**src/rtl/tlb_op_ctrl_if.sv**
```systemverilog
// Shared types and the bundled port of the TLB instruction controller.
// The master side is the environment: the CSR/exe stage issuing requests,
// the TLB array answering search/read, and the CSR write-back consumer.
// The slave side is tlb_op_ctrl itself.
package tlb_op_ctrl_pkg;

    typedef struct packed {
        logic [19:0] ppn;
        logic [1:0]  plv;
        logic [1:0]  mat;
        logic        d;
        logic        v;
    } PhytranItem;

    typedef enum logic [2:0] {
        OP_SRCH = 3'd0,
        OP_RD   = 3'd1,
        OP_WR   = 3'd2,
        OP_FILL = 3'd3,
        OP_INV  = 3'd4
    } tlb_op_e;

endpackage

interface tlb_op_ctrl_if #(
    parameter int TLBNUMSIZE = 4
);
    import tlb_op_ctrl_pkg::*;

    // request
    logic                  op_valid;
    logic                  op_ready;
    logic [2:0]            op_type;
    logic [4:0]            op_invop;
    logic [9:0]            op_inv_asid;
    logic [18:0]           op_inv_va;
    // CSR operands
    logic [TLBNUMSIZE-1:0] csr_index;
    logic [5:0]            csr_ps;
    logic                  csr_ne;
    logic [18:0]           csr_vppn;
    logic [9:0]            csr_asid;
    logic                  csr_g;
    PhytranItem            csr_phytran0;
    PhytranItem            csr_phytran1;
    logic                  refill_mode;
    // TLB search port
    logic                  srch_sel;
    logic [18:0]           s1_vppn;
    logic [9:0]            s1_asid;
    logic                  s1_odd;
    logic [TLBNUMSIZE-1:0] s1_index;
    logic                  s1_ne;
    // TLB read port
    logic [TLBNUMSIZE-1:0] r_index;
    logic [5:0]            r_ps;
    logic [9:0]            r_asid;
    logic                  r_ne;
    logic                  r_g;
    logic [18:0]           r_vppn;
    PhytranItem            r_phytran0;
    PhytranItem            r_phytran1;
    // TLB write port
    logic                  we;
    logic [TLBNUMSIZE-1:0] w_index;
    logic [5:0]            w_ps;
    logic                  w_ne;
    logic [9:0]            w_asid;
    logic [18:0]           w_vppn;
    logic                  w_g;
    PhytranItem            w_phytran0;
    PhytranItem            w_phytran1;
    // TLB flush port
    logic                  fe;
    logic [2:0]            f_op;
    logic [9:0]            f_asid;
    logic [18:0]           f_va;
    // result
    logic                  done_valid;
    logic                  done_ready;
    logic [2:0]            res_op;
    logic                  res_err;
    logic [TLBNUMSIZE-1:0] res_index;
    logic                  res_ne;
    logic [5:0]            res_ps;
    logic [9:0]            res_asid;
    logic                  res_g;
    logic [18:0]           res_vppn;
    PhytranItem            res_phytran0;
    PhytranItem            res_phytran1;

    modport master (
        output op_valid, op_type, op_invop, op_inv_asid, op_inv_va,
        output csr_index, csr_ps, csr_ne, csr_vppn, csr_asid, csr_g,
        output csr_phytran0, csr_phytran1, refill_mode,
        output s1_index, s1_ne,
        output r_ps, r_asid, r_ne, r_g, r_vppn, r_phytran0, r_phytran1,
        output done_ready,
        input  op_ready, srch_sel, s1_vppn, s1_asid, s1_odd, r_index,
        input  we, w_index, w_ps, w_ne, w_asid, w_vppn, w_g, w_phytran0, w_phytran1,
        input  fe, f_op, f_asid, f_va,
        input  done_valid, res_op, res_err, res_index, res_ne, res_ps, res_asid,
        input  res_g, res_vppn, res_phytran0, res_phytran1
    );

    modport slave (
        input  op_valid, op_type, op_invop, op_inv_asid, op_inv_va,
        input  csr_index, csr_ps, csr_ne, csr_vppn, csr_asid, csr_g,
        input  csr_phytran0, csr_phytran1, refill_mode,
        input  s1_index, s1_ne,
        input  r_ps, r_asid, r_ne, r_g, r_vppn, r_phytran0, r_phytran1,
        input  done_ready,
        output op_ready, srch_sel, s1_vppn, s1_asid, s1_odd, r_index,
        output we, w_index, w_ps, w_ne, w_asid, w_vppn, w_g, w_phytran0, w_phytran1,
        output fe, f_op, f_asid, f_va,
        output done_valid, res_op, res_err, res_index, res_ne, res_ps, res_asid,
        output res_g, res_vppn, res_phytran0, res_phytran1
    );

endinterface

```
**src/rtl/tlb_op_ctrl.sv**
```systemverilog
// TLB instruction controller: runs TLBSRCH/TLBRD/TLBWR/TLBFILL/INVTLB
// against the TLB array ports and hands the CSR write-back data to the
// consumer over a valid/ready handshake. Owns the TLBFILL round-robin pointer.
module tlb_op_ctrl
    import tlb_op_ctrl_pkg::*;
#(
    parameter int TLBNUM     = 16,
    parameter int TLBNUMSIZE = 4
) (
    input  logic               clk,
    input  logic               reset,
    tlb_op_ctrl_if.slave       bus
);

    typedef enum logic [1:0] {
        IDLE = 2'd0,
        EXEC = 2'd1,
        DONE = 2'd2
    } state_e;

    state_e                state_q;
    logic [TLBNUMSIZE-1:0] fill_ptr_q;
    logic [2:0]            op_q;
    logic                  err_q;

    logic                  op_ready_q;
    logic                  srch_sel_q;
    logic [18:0]           s1_vppn_q;
    logic [9:0]            s1_asid_q;
    logic [TLBNUMSIZE-1:0] r_index_q;
    logic                  we_q;
    logic [TLBNUMSIZE-1:0] w_index_q;
    logic [5:0]            w_ps_q;
    logic                  w_ne_q;
    logic [9:0]            w_asid_q;
    logic [18:0]           w_vppn_q;
    logic                  w_g_q;
    PhytranItem            w_phytran0_q;
    PhytranItem            w_phytran1_q;
    logic                  fe_q;
    logic [2:0]            f_op_q;
    logic [9:0]            f_asid_q;
    logic [18:0]           f_va_q;
    logic                  done_valid_q;
    logic [2:0]            res_op_q;
    logic                  res_err_q;
    logic [TLBNUMSIZE-1:0] res_index_q;
    logic                  res_ne_q;
    logic [5:0]            res_ps_q;
    logic [9:0]            res_asid_q;
    logic                  res_g_q;
    logic [18:0]           res_vppn_q;
    PhytranItem            res_phytran0_q;
    PhytranItem            res_phytran1_q;

    logic                  op_illegal;
    logic                  op_is_fill;
    logic                  op_is_wr;
    logic                  op_is_inv;
    logic [TLBNUMSIZE-1:0] fill_ptr_next;

    // Decode the incoming request so its pulses can be registered on accept.
    always_comb begin
        op_is_fill    = (bus.op_type == OP_FILL);
        op_is_wr      = (bus.op_type == OP_WR);
        op_is_inv     = (bus.op_type == OP_INV);
        op_illegal    = (bus.op_type > OP_INV) || (op_is_inv && (bus.op_invop > 5'd6));
        fill_ptr_next = (fill_ptr_q == TLBNUMSIZE'(TLBNUM - 1)) ? '0 : fill_ptr_q + 1'b1;
    end

    // IDLE/EXEC/DONE sequencer; EXEC-cycle port drives are registered at
    // accept so the TLB sees them from flops for exactly the EXEC cycle.
    always_ff @(posedge clk) begin
        if (reset) begin
            state_q        <= IDLE;
            fill_ptr_q     <= '0;
            op_q           <= '0;
            err_q          <= 1'b0;
            op_ready_q     <= 1'b1;
            srch_sel_q     <= 1'b0;
            s1_vppn_q      <= '0;
            s1_asid_q      <= '0;
            r_index_q      <= '0;
            we_q           <= 1'b0;
            w_index_q      <= '0;
            w_ps_q         <= '0;
            w_ne_q         <= 1'b0;
            w_asid_q       <= '0;
            w_vppn_q       <= '0;
            w_g_q          <= 1'b0;
            w_phytran0_q   <= '0;
            w_phytran1_q   <= '0;
            fe_q           <= 1'b0;
            f_op_q         <= '0;
            f_asid_q       <= '0;
            f_va_q         <= '0;
            done_valid_q   <= 1'b0;
            res_op_q       <= '0;
            res_err_q      <= 1'b0;
            res_index_q    <= '0;
            res_ne_q       <= 1'b0;
            res_ps_q       <= '0;
            res_asid_q     <= '0;
            res_g_q        <= 1'b0;
            res_vppn_q     <= '0;
            res_phytran0_q <= '0;
            res_phytran1_q <= '0;
        end else begin
            case (state_q)
                IDLE: begin
                    if (bus.op_valid) begin
                        state_q      <= EXEC;
                        op_ready_q   <= 1'b0;
                        op_q         <= bus.op_type;
                        err_q        <= op_illegal;
                        srch_sel_q   <= (bus.op_type == OP_SRCH);
                        we_q         <= op_is_wr || op_is_fill;
                        fe_q         <= op_is_inv && !op_illegal;
                        s1_vppn_q    <= bus.csr_vppn;
                        s1_asid_q    <= bus.csr_asid;
                        r_index_q    <= bus.csr_index;
                        w_index_q    <= op_is_fill ? fill_ptr_q : bus.csr_index;
                        w_ps_q       <= bus.csr_ps;
                        w_ne_q       <= bus.refill_mode ? 1'b0 : bus.csr_ne;
                        w_asid_q     <= bus.csr_asid;
                        w_vppn_q     <= bus.csr_vppn;
                        w_g_q        <= bus.csr_g;
                        w_phytran0_q <= bus.csr_phytran0;
                        w_phytran1_q <= bus.csr_phytran1;
                        f_op_q       <= bus.op_invop[2:0];
                        f_asid_q     <= bus.op_inv_asid;
                        f_va_q       <= bus.op_inv_va;
                    end
                end
                EXEC: begin
                    state_q        <= DONE;
                    srch_sel_q     <= 1'b0;
                    we_q           <= 1'b0;
                    fe_q           <= 1'b0;
                    done_valid_q   <= 1'b1;
                    res_op_q       <= op_q;
                    res_err_q      <= err_q;
                    res_index_q    <= '0;
                    res_ne_q       <= 1'b0;
                    res_ps_q       <= '0;
                    res_asid_q     <= '0;
                    res_g_q        <= 1'b0;
                    res_vppn_q     <= '0;
                    res_phytran0_q <= '0;
                    res_phytran1_q <= '0;
                    case (op_q)
                        OP_SRCH: begin
                            res_ne_q    <= bus.s1_ne;
                            res_index_q <= bus.s1_ne ? '0 : bus.s1_index;
                        end
                        OP_RD: begin
                            res_index_q    <= r_index_q;
                            res_ne_q       <= bus.r_ne;
                            res_ps_q       <= bus.r_ps;
                            res_asid_q     <= bus.r_asid;
                            res_g_q        <= bus.r_g;
                            res_vppn_q     <= bus.r_vppn;
                            res_phytran0_q <= bus.r_phytran0;
                            res_phytran1_q <= bus.r_phytran1;
                        end
                        OP_FILL: begin
                            res_index_q <= fill_ptr_q;
                            fill_ptr_q  <= fill_ptr_next;
                        end
                        default: ;
                    endcase
                end
                DONE: begin
                    if (bus.done_ready) begin
                        state_q      <= IDLE;
                        done_valid_q <= 1'b0;
                        op_ready_q   <= 1'b1;
                    end
                end
                default: begin
                    state_q      <= IDLE;
                    op_ready_q   <= 1'b1;
                    done_valid_q <= 1'b0;
                end
            endcase
        end
    end

    assign bus.op_ready     = op_ready_q;
    assign bus.srch_sel     = srch_sel_q;
    assign bus.s1_vppn      = s1_vppn_q;
    assign bus.s1_asid      = s1_asid_q;
    assign bus.s1_odd       = 1'b0;
    assign bus.r_index      = r_index_q;
    assign bus.we           = we_q;
    assign bus.w_index      = w_index_q;
    assign bus.w_ps         = w_ps_q;
    assign bus.w_ne         = w_ne_q;
    assign bus.w_asid       = w_asid_q;
    assign bus.w_vppn       = w_vppn_q;
    assign bus.w_g          = w_g_q;
    assign bus.w_phytran0   = w_phytran0_q;
    assign bus.w_phytran1   = w_phytran1_q;
    assign bus.fe           = fe_q;
    assign bus.f_op         = f_op_q;
    assign bus.f_asid       = f_asid_q;
    assign bus.f_va         = f_va_q;
    assign bus.done_valid   = done_valid_q;
    assign bus.res_op       = res_op_q;
    assign bus.res_err      = res_err_q;
    assign bus.res_index    = res_index_q;
    assign bus.res_ne       = res_ne_q;
    assign bus.res_ps       = res_ps_q;
    assign bus.res_asid     = res_asid_q;
    assign bus.res_g        = res_g_q;
    assign bus.res_vppn     = res_vppn_q;
    assign bus.res_phytran0 = res_phytran0_q;
    assign bus.res_phytran1 = res_phytran1_q;

endmodule

```
**src/flat_wrapper.sv**
```systemverilog
// flat-port wrapper written by rule: the top's interface ports become plain ports
module tlb_op_ctrl_flat import tlb_op_ctrl_pkg::*;
#(
    parameter int TLBNUM     = 16,
    parameter int TLBNUMSIZE = 4
)
  (clk, reset, bus_op_valid, bus_op_type, bus_op_invop, bus_op_inv_asid, bus_op_inv_va, bus_csr_index, bus_csr_ps, bus_csr_ne, bus_csr_vppn, bus_csr_asid, bus_csr_g, bus_csr_phytran0, bus_csr_phytran1, bus_refill_mode, bus_s1_index, bus_s1_ne, bus_r_ps, bus_r_asid, bus_r_ne, bus_r_g, bus_r_vppn, bus_r_phytran0, bus_r_phytran1, bus_done_ready, bus_op_ready, bus_srch_sel, bus_s1_vppn, bus_s1_asid, bus_s1_odd, bus_r_index, bus_we, bus_w_index, bus_w_ps, bus_w_ne, bus_w_asid, bus_w_vppn, bus_w_g, bus_w_phytran0, bus_w_phytran1, bus_fe, bus_f_op, bus_f_asid, bus_f_va, bus_done_valid, bus_res_op, bus_res_err, bus_res_index, bus_res_ne, bus_res_ps, bus_res_asid, bus_res_g, bus_res_vppn, bus_res_phytran0, bus_res_phytran1);
  tlb_op_ctrl_if #(.TLBNUMSIZE(TLBNUMSIZE)) bus_i ();
  input  logic clk;
  input  logic reset;
  input wire logic [$bits(bus_i.op_valid)-1:0] bus_op_valid;
  input wire logic [$bits(bus_i.op_type)-1:0] bus_op_type;
  input wire logic [$bits(bus_i.op_invop)-1:0] bus_op_invop;
  input wire logic [$bits(bus_i.op_inv_asid)-1:0] bus_op_inv_asid;
  input wire logic [$bits(bus_i.op_inv_va)-1:0] bus_op_inv_va;
  input wire logic [$bits(bus_i.csr_index)-1:0] bus_csr_index;
  input wire logic [$bits(bus_i.csr_ps)-1:0] bus_csr_ps;
  input wire logic [$bits(bus_i.csr_ne)-1:0] bus_csr_ne;
  input wire logic [$bits(bus_i.csr_vppn)-1:0] bus_csr_vppn;
  input wire logic [$bits(bus_i.csr_asid)-1:0] bus_csr_asid;
  input wire logic [$bits(bus_i.csr_g)-1:0] bus_csr_g;
  input wire logic [$bits(bus_i.csr_phytran0)-1:0] bus_csr_phytran0;
  input wire logic [$bits(bus_i.csr_phytran1)-1:0] bus_csr_phytran1;
  input wire logic [$bits(bus_i.refill_mode)-1:0] bus_refill_mode;
  input wire logic [$bits(bus_i.s1_index)-1:0] bus_s1_index;
  input wire logic [$bits(bus_i.s1_ne)-1:0] bus_s1_ne;
  input wire logic [$bits(bus_i.r_ps)-1:0] bus_r_ps;
  input wire logic [$bits(bus_i.r_asid)-1:0] bus_r_asid;
  input wire logic [$bits(bus_i.r_ne)-1:0] bus_r_ne;
  input wire logic [$bits(bus_i.r_g)-1:0] bus_r_g;
  input wire logic [$bits(bus_i.r_vppn)-1:0] bus_r_vppn;
  input wire logic [$bits(bus_i.r_phytran0)-1:0] bus_r_phytran0;
  input wire logic [$bits(bus_i.r_phytran1)-1:0] bus_r_phytran1;
  input wire logic [$bits(bus_i.done_ready)-1:0] bus_done_ready;
  output wire logic [$bits(bus_i.op_ready)-1:0] bus_op_ready;
  output wire logic [$bits(bus_i.srch_sel)-1:0] bus_srch_sel;
  output wire logic [$bits(bus_i.s1_vppn)-1:0] bus_s1_vppn;
  output wire logic [$bits(bus_i.s1_asid)-1:0] bus_s1_asid;
  output wire logic [$bits(bus_i.s1_odd)-1:0] bus_s1_odd;
  output wire logic [$bits(bus_i.r_index)-1:0] bus_r_index;
  output wire logic [$bits(bus_i.we)-1:0] bus_we;
  output wire logic [$bits(bus_i.w_index)-1:0] bus_w_index;
  output wire logic [$bits(bus_i.w_ps)-1:0] bus_w_ps;
  output wire logic [$bits(bus_i.w_ne)-1:0] bus_w_ne;
  output wire logic [$bits(bus_i.w_asid)-1:0] bus_w_asid;
  output wire logic [$bits(bus_i.w_vppn)-1:0] bus_w_vppn;
  output wire logic [$bits(bus_i.w_g)-1:0] bus_w_g;
  output wire logic [$bits(bus_i.w_phytran0)-1:0] bus_w_phytran0;
  output wire logic [$bits(bus_i.w_phytran1)-1:0] bus_w_phytran1;
  output wire logic [$bits(bus_i.fe)-1:0] bus_fe;
  output wire logic [$bits(bus_i.f_op)-1:0] bus_f_op;
  output wire logic [$bits(bus_i.f_asid)-1:0] bus_f_asid;
  output wire logic [$bits(bus_i.f_va)-1:0] bus_f_va;
  output wire logic [$bits(bus_i.done_valid)-1:0] bus_done_valid;
  output wire logic [$bits(bus_i.res_op)-1:0] bus_res_op;
  output wire logic [$bits(bus_i.res_err)-1:0] bus_res_err;
  output wire logic [$bits(bus_i.res_index)-1:0] bus_res_index;
  output wire logic [$bits(bus_i.res_ne)-1:0] bus_res_ne;
  output wire logic [$bits(bus_i.res_ps)-1:0] bus_res_ps;
  output wire logic [$bits(bus_i.res_asid)-1:0] bus_res_asid;
  output wire logic [$bits(bus_i.res_g)-1:0] bus_res_g;
  output wire logic [$bits(bus_i.res_vppn)-1:0] bus_res_vppn;
  output wire logic [$bits(bus_i.res_phytran0)-1:0] bus_res_phytran0;
  output wire logic [$bits(bus_i.res_phytran1)-1:0] bus_res_phytran1;
  assign bus_i.op_valid = bus_op_valid;
  assign bus_i.op_type = bus_op_type;
  assign bus_i.op_invop = bus_op_invop;
  assign bus_i.op_inv_asid = bus_op_inv_asid;
  assign bus_i.op_inv_va = bus_op_inv_va;
  assign bus_i.csr_index = bus_csr_index;
  assign bus_i.csr_ps = bus_csr_ps;
  assign bus_i.csr_ne = bus_csr_ne;
  assign bus_i.csr_vppn = bus_csr_vppn;
  assign bus_i.csr_asid = bus_csr_asid;
  assign bus_i.csr_g = bus_csr_g;
  assign bus_i.csr_phytran0 = bus_csr_phytran0;
  assign bus_i.csr_phytran1 = bus_csr_phytran1;
  assign bus_i.refill_mode = bus_refill_mode;
  assign bus_i.s1_index = bus_s1_index;
  assign bus_i.s1_ne = bus_s1_ne;
  assign bus_i.r_ps = bus_r_ps;
  assign bus_i.r_asid = bus_r_asid;
  assign bus_i.r_ne = bus_r_ne;
  assign bus_i.r_g = bus_r_g;
  assign bus_i.r_vppn = bus_r_vppn;
  assign bus_i.r_phytran0 = bus_r_phytran0;
  assign bus_i.r_phytran1 = bus_r_phytran1;
  assign bus_i.done_ready = bus_done_ready;
  assign bus_op_ready = bus_i.op_ready;
  assign bus_srch_sel = bus_i.srch_sel;
  assign bus_s1_vppn = bus_i.s1_vppn;
  assign bus_s1_asid = bus_i.s1_asid;
  assign bus_s1_odd = bus_i.s1_odd;
  assign bus_r_index = bus_i.r_index;
  assign bus_we = bus_i.we;
  assign bus_w_index = bus_i.w_index;
  assign bus_w_ps = bus_i.w_ps;
  assign bus_w_ne = bus_i.w_ne;
  assign bus_w_asid = bus_i.w_asid;
  assign bus_w_vppn = bus_i.w_vppn;
  assign bus_w_g = bus_i.w_g;
  assign bus_w_phytran0 = bus_i.w_phytran0;
  assign bus_w_phytran1 = bus_i.w_phytran1;
  assign bus_fe = bus_i.fe;
  assign bus_f_op = bus_i.f_op;
  assign bus_f_asid = bus_i.f_asid;
  assign bus_f_va = bus_i.f_va;
  assign bus_done_valid = bus_i.done_valid;
  assign bus_res_op = bus_i.res_op;
  assign bus_res_err = bus_i.res_err;
  assign bus_res_index = bus_i.res_index;
  assign bus_res_ne = bus_i.res_ne;
  assign bus_res_ps = bus_i.res_ps;
  assign bus_res_asid = bus_i.res_asid;
  assign bus_res_g = bus_i.res_g;
  assign bus_res_vppn = bus_i.res_vppn;
  assign bus_res_phytran0 = bus_i.res_phytran0;
  assign bus_res_phytran1 = bus_i.res_phytran1;
  tlb_op_ctrl #(.TLBNUM(TLBNUM), .TLBNUMSIZE(TLBNUMSIZE)) u_core (.clk(clk), .reset(reset), .bus(bus_i));
endmodule
```
**config.mk**
```make
export PLATFORM = sky130hd
export DESIGN_NAME = tlb_op_ctrl_flat
export DESIGN_NICKNAME = d
export VERILOG_FILES = /design/src/rtl/tlb_op_ctrl_if.sv /design/src/rtl/tlb_op_ctrl.sv /design/src/flat_wrapper.sv
export SDC_FILE = /design/constraint.sdc
export NUM_CORES = 1
export LEC_CHECK = 0
export CAP_MARGIN = 20
export CORE_AREA = 4 4 190 192
export DETAILED_ROUTE_END_ITERATION = 16
export DIE_AREA = 0 0 194 196
export PLACE_DENSITY = 0.68
export SLEW_MARGIN = 20
export SYNTH_ARGS = -nofsm -noshare
export SYNTH_HDL_FRONTEND = slang
export SYNTH_SLANG_ARGS = --single-unit
export TNS_END_PERCENT = 10
```
**constraint.sdc**
```tcl
create_clock -name clk -period 2.3 [get_ports clk]
set_clock_uncertainty 0.1 [all_clocks]
set_input_delay 0.345 -clock clk [delete_from_list [all_inputs] [get_ports clk]]
set_output_delay 0.345 -clock clk [all_outputs]
set_load 0.02 [all_outputs]
```
# Word-level counts from Yosys, hierarchy flattened
# Index checks and enable logic that the tools add are counted.
word_totals:
  ff_bits: 241
  inputBits: 229
  output_inout_bits: 261
  elab_cells: 103
op_classes:
  n_addsub: 1
  order_cmp: 2
  eq_ne: 10
  mux: 26
  n_bitwise: 2
  n_reduce_logical: 15
ops:
  columns: ["operator", "count"]
  rows:
  - ["2-to-1 mux 26 bit", 2]
  - ["2-to-1 mux 19 bit", 1]
  - ["2-to-1 mux 4 bit", 3]
  - ["one-hot mux 4 bit (3 select lines)", 1]
  - ["2-to-1 mux 10 bit", 1]
  - ["AND reduction 2 bit", 5]
  - ["== test 3 x 2 -> 1 bit, second input constant", 3]
  - ["2-to-1 mux 1 bit", 8]
  - ["one-hot mux 1 bit (2 select lines)", 4]
  - ["zero test 3 bit", 2]
  - ["2-to-1 mux 6 bit", 1]
  - ["one-hot mux 1 bit (3 select lines)", 2]
  - ["one-hot mux 2 bit (3 select lines)", 1]
  - ["greater-than comparator 5 x 3 -> 1 bit, second input constant", 1]
  - ["adder 4 x 1 -> 4 bit, second input constant", 1]
  - ["== test 4 bit, second input constant", 1]
  - ["2-to-1 mux 2 bit", 2]
  - ["!= test 2 bit, second input constant", 2]
  - ["== test 3 x 1 -> 1 bit, second input constant", 1]
  - ["== test 3 bit, second input constant", 1]
  - ["greater-than comparator 3 bit, second input constant", 1]
  - ["AND reduction 3 bit", 1]
  - ["== test 2 x 1 -> 1 bit, second input constant", 1]
  - ["== test 2 bit, second input constant", 1]
  - ["other kinds (6)", 9]

# Logic depth before layout (Yosys ltp)
depth:
  depth_word: 7
  mapped_depth: 7
  ltp_nobuf: 4

# Least setup slack after synthesis
# OpenSTA, ideal clock, no wires.
synth_path:
  path_type: "register -> register"
  startpoint: "register u_core.state_q[1]"
  endpoint: "register u_core.f_asid_q[3] (netlist: u_core.bus.f_asid[3])"
  setup_ns: 0.132
  arrival_ns: 1.393
  slack_ns: 0.675
  stages_incl_launch_ff: 8
  path_buffers: 4
  period_less_slack_ns: 1.625
  cell_sequence: "dfxtp_1 -> buf_6 -> or3b_1 -> buf_2 -> buf_2 -> buf_1 -> nand2_1 -> a21oi_1"
synth_between:
  elab_chain_cells: 2
synth_lines:
  columns: ["element", "line_no", "text"]
  rows:
  - ["start: declaration", "tlb_op_ctrl.sv:21", "state_e state_q;"]
  - ["start signal: assignment", "tlb_op_ctrl.sv:75", "state_q <= IDLE;"]
  - ["start signal: assignment", "tlb_op_ctrl.sv:112", "state_q <= EXEC;"]
  - ["start signal: assignment", "tlb_op_ctrl.sv:136", "state_q <= DONE;"]
  - ["zero test 2 bit", "tlb_op_ctrl.sv:109", "case (state_q)"]
  - ["AND reduction 2 bit (no line)", null, null]
  - ["end signal: assignment", "tlb_op_ctrl.sv:131", "f_asid_q <= bus.op_inv_asid;"]
  - ["end: declaration", "tlb_op_ctrl.sv:42", "logic [9:0] f_asid_q;"]
# No other way between the ends.
# A chain may end at the register's enable or synchronous reset.

==> run_results.csv <==
group,metric,value,unit
synth,ys_warn_count,0,
clock_network,cts_buffers,28,
worst_setup_path,startpoint,"u_core.bus.s1_vppn[3]",
synth,synth_top_cell_by_area,"dfxtp_1",
die,rows,68,
final_layout,syn_to_final_growth,69.8,%
clock_network,clock_latency,530,ps
worst_setup_path,arrival,1620,ps
synth,synth_seq_cells,241,
synth,avgSynthCellArea,8.58,um^2
die,core,34400,um^2
clock_network,cts-root-buf,"clkbuf_16",
timing,post-route-period-util,89.9,%
global_routing,grt_use_total,16.7,%
clock_network,ctsHoldBuffers,0,
routing,vias_per_cell,4.66,
clock_network,cts_setup_buffers,0,
worst_setup_path,required,1860,ps
timing,setup_viol,0,
timing,rsz0062_at_grt,"no",
place,hpwl,25000,um
routing,routed_wl,34500,um
worst_setup_path,crit_buf_inv,1,
routing,drc_errors,0,
place,dpl_cell_area,13900,um^2
global_routing,grt_max_degree,89,
routing,drtIter0Drc,355,
global_routing,overflow,0,
global_routing,grt_first_pass_wirelength,51900,um
die,die_x,194,um
die,io_pins,490,
worst_setup_path,cp_top_family,"buffers and inverters",
synth,ys_types,37,
worst_setup_path,crit_slowest_cell,"clkdlybuf4s50_1",
global_routing,antenna_found_initial,0,
pwr,p_per_area,716,nW/um^2
synth,synthArstFlopShare,0,%
final_layout,drive_above_1_share,5.69,%
timing,finalHoldViolations,0,
timing,maxSlewViolCount,0,
synth,syn_nets,1249,
routing,wl_per_cell,18.0,um
place,port_buffers,488,
final_layout,finalNetCount,1667,
clock_network,clock_path_buffers,3,
worst_setup_path,endpoint_kind,"output pin",
clock_network,h-tree-depth,1,
worst_setup_path,path_class,"reg2out",
clock_network,cts.sinks,241,
worst_setup_path,path_depth,1,
final_layout,fin_area,14900,um^2
worst_setup_path,rr_startpoint,"u_core.state_q[0]",
timing,tightestPinTransition,596,ps
synth,netlist_area,8750,um^2
timing,fmax,484,MHz
die,die-area,38000,um^2
clock_network,cts_tree,"yes",
die,die_y,196,um
timing,finalSetupTns,0,ps
clock_network,clk_pin_slew,60,ps
synth,yosysSeqAreaShare,55.2,%
routing,ant_nets,0,
timing,slew_headroom,59.9,%
synth,synth-edff-count,0,
run,maxCapViolCount,0,
worst_setup_path,crit_chain,"clkdlybuf4s50_1",
routing,drtPass1Iterations,5,
synth,ys.flop_type,"dfxtp_1",
synth,synth_top_area_share,55.2,%
synth,synthTopCellsByCount,"nand2_1 (267), dfxtp_1 (241), a21oi_1 (140)",
synth,ys_top_cells_by_area,"dfxtp_1 (55%), nand2_1 (11%), a32oi_1 (8.8%), a21oi_1 (8.0%), nor2_1 (4.2%)",
routing,via_count,8926,
worst_setup_path,max_stage_delay,720,ps
pwr,p_leak,5.32,nW
pwr,ir_worst_vdd,0.571,mV
place,globalplace.congestion,0.843,
worst_setup_path,reg2reg_depth,4,
timing,post-route-min-period,2070,ps
synth,synth_cells,1019,
worst_setup_path,rr_endpoint,"u_core.bus.res_phytran1[24]",
clock_network,cts_resized,0,
final_layout,n_antenna_cell,0,
worst_setup_path,startpoint_type,"flip-flop",
synth,synth_most_common_cell,"nand2_1",
global_routing,grt_pass1_vias,8966,
die,initial_core_util,25.4,%
run_status,outcome,"complete, no violations",
min_path,hold_path_class,"in2reg",
worst_setup_path,crit_fanout,3,
worst_setup_path,rrSetupSlack,470,ps
worst_setup_path,setup.worst_path.end,"bus_w_vppn[3]",
==> cells by family (layout without fill, tap and decap cells) <==
family	Yosys count	count (layout)	share of synthesized area (%)
buffers and inverters	122	562	6.98
multiplexers	10	10	1.22
AND/OR/NAND/NOR	394	394	17.8
adder cells (fa/ha/maj)	1	1	0.143
flip-flops	241	241	55.2
other	1	1	0.0429
AO/OA/AOI/OAI	250	250	18.6
==> stage by stage <==
step / total power, mW / utilization (%) / hold slack [ps] / worst slack (ps) / std cells
after floorplan: 5.30 / - / 327 / 675 / 1019
after global placement: 6.26 / 40.5 / 341 / 275 / 1862
after detailed placement: 6.28 / 40.5 / 346 / 259 / 1862
after CTS: 10.8 / 43.2 / 88.9 / 152 / 1914
after global routing: 11.1 / 43.2 / 118 / 174 / 1914
final: 10.6 / 43.2 / 119 / 233 / 1914
==> per-layer routing <==
layer	share of wire (%)	routed length (um)	track usage [%]	vias up
li1	-	-	-	4295
met1	38	13200	18.7	4168
met2	49	16800	29.6	404
met3	9.6	3300	6.11	59
met4	3.3	1140	5.60	0
met5	0	0	0	-
==> cells in the final DEF (no fill, tap or decap), types with 2 or more instances in the layout <==
master,instances
nand2b_1,2
nor2b_1,3
mux2_2,5
or4_1,2
a22oi_1,4
a21oi_1,140
clkbuf_8,8
nand2_1,267
nand3_1,5
o21ai_0,5
a32oi_1,88
o2bb2ai_1,4
nor4_1,3
clkinv_2,8
clkbuf_16,29
dfxtp_1,241
mux2i_1,5
clkdlybuf4s50_1,487
buf_12,10
clkinvlp_4,3
nor2_1,99
nand3b_1,2
clkinv_4,2
a31oi_1,2
a211oi_1,5
buf_4,10
nor3_1,2
==> where the power goes <==
part           switching (mW)  internal, mW
registers               0.117          4.35
logic                   0.849         0.860
clock network            1.79          2.66
==> worst min-delay path by stage <==
stage	depth (start not counted)	startpoint	slack, ps	end
2_1_floorplan	2	u_core.err_q	330	u_core.bus.res_err
3_3_place_gp	2	u_core.bus.w_ne	340	u_core.bus.w_ne
3_5_place_dp	2	u_core.bus.w_phytran1[22]	350	u_core.bus.w_phytran1[22]
4_1_cts	2	reset	90	u_core.bus.res_asid[6]
5_1_grt	2	reset	120	u_core.bus.res_asid[6]
6_report	2	reset	120	u_core.fill_ptr_q[1]
==> registers in the layout, summed over array words and instances (netlist names), 2 cells and up <==
signal	count
u_core.bus.res_index	4
u_core.bus.w_asid	10
u_core.bus.w_ps	6
u_core.bus.res_phytran0	26
u_core.bus.f_asid	10
u_core.bus.w_phytran0	26
u_core.bus.w_phytran1	26
u_core.fill_ptr_q	4
u_core.op_q	3
u_core.bus.s1_vppn	19
u_core.bus.res_vppn	19
u_core.bus.f_va	19
u_core.bus.f_op	3
u_core.state_q	2
u_core.bus.w_index	4
u_core.bus.r_index	4
u_core.bus.res_asid	10
u_core.bus.res_op	3
u_core.bus.res_ps	6
u_core.bus.res_phytran1	26
==> area by class of cell <==
class                   instances  area, um^2
clock buffers                  38         840
fillers                      3328       19500
repair buffers                508        5160
clock inverters                14         110
multi-input cells             656        3340
well taps                     455         569
flip-flops and latches        241        4820
inverters                       2        7.51
Note: power is estimated with default switching activity, not from simulation.
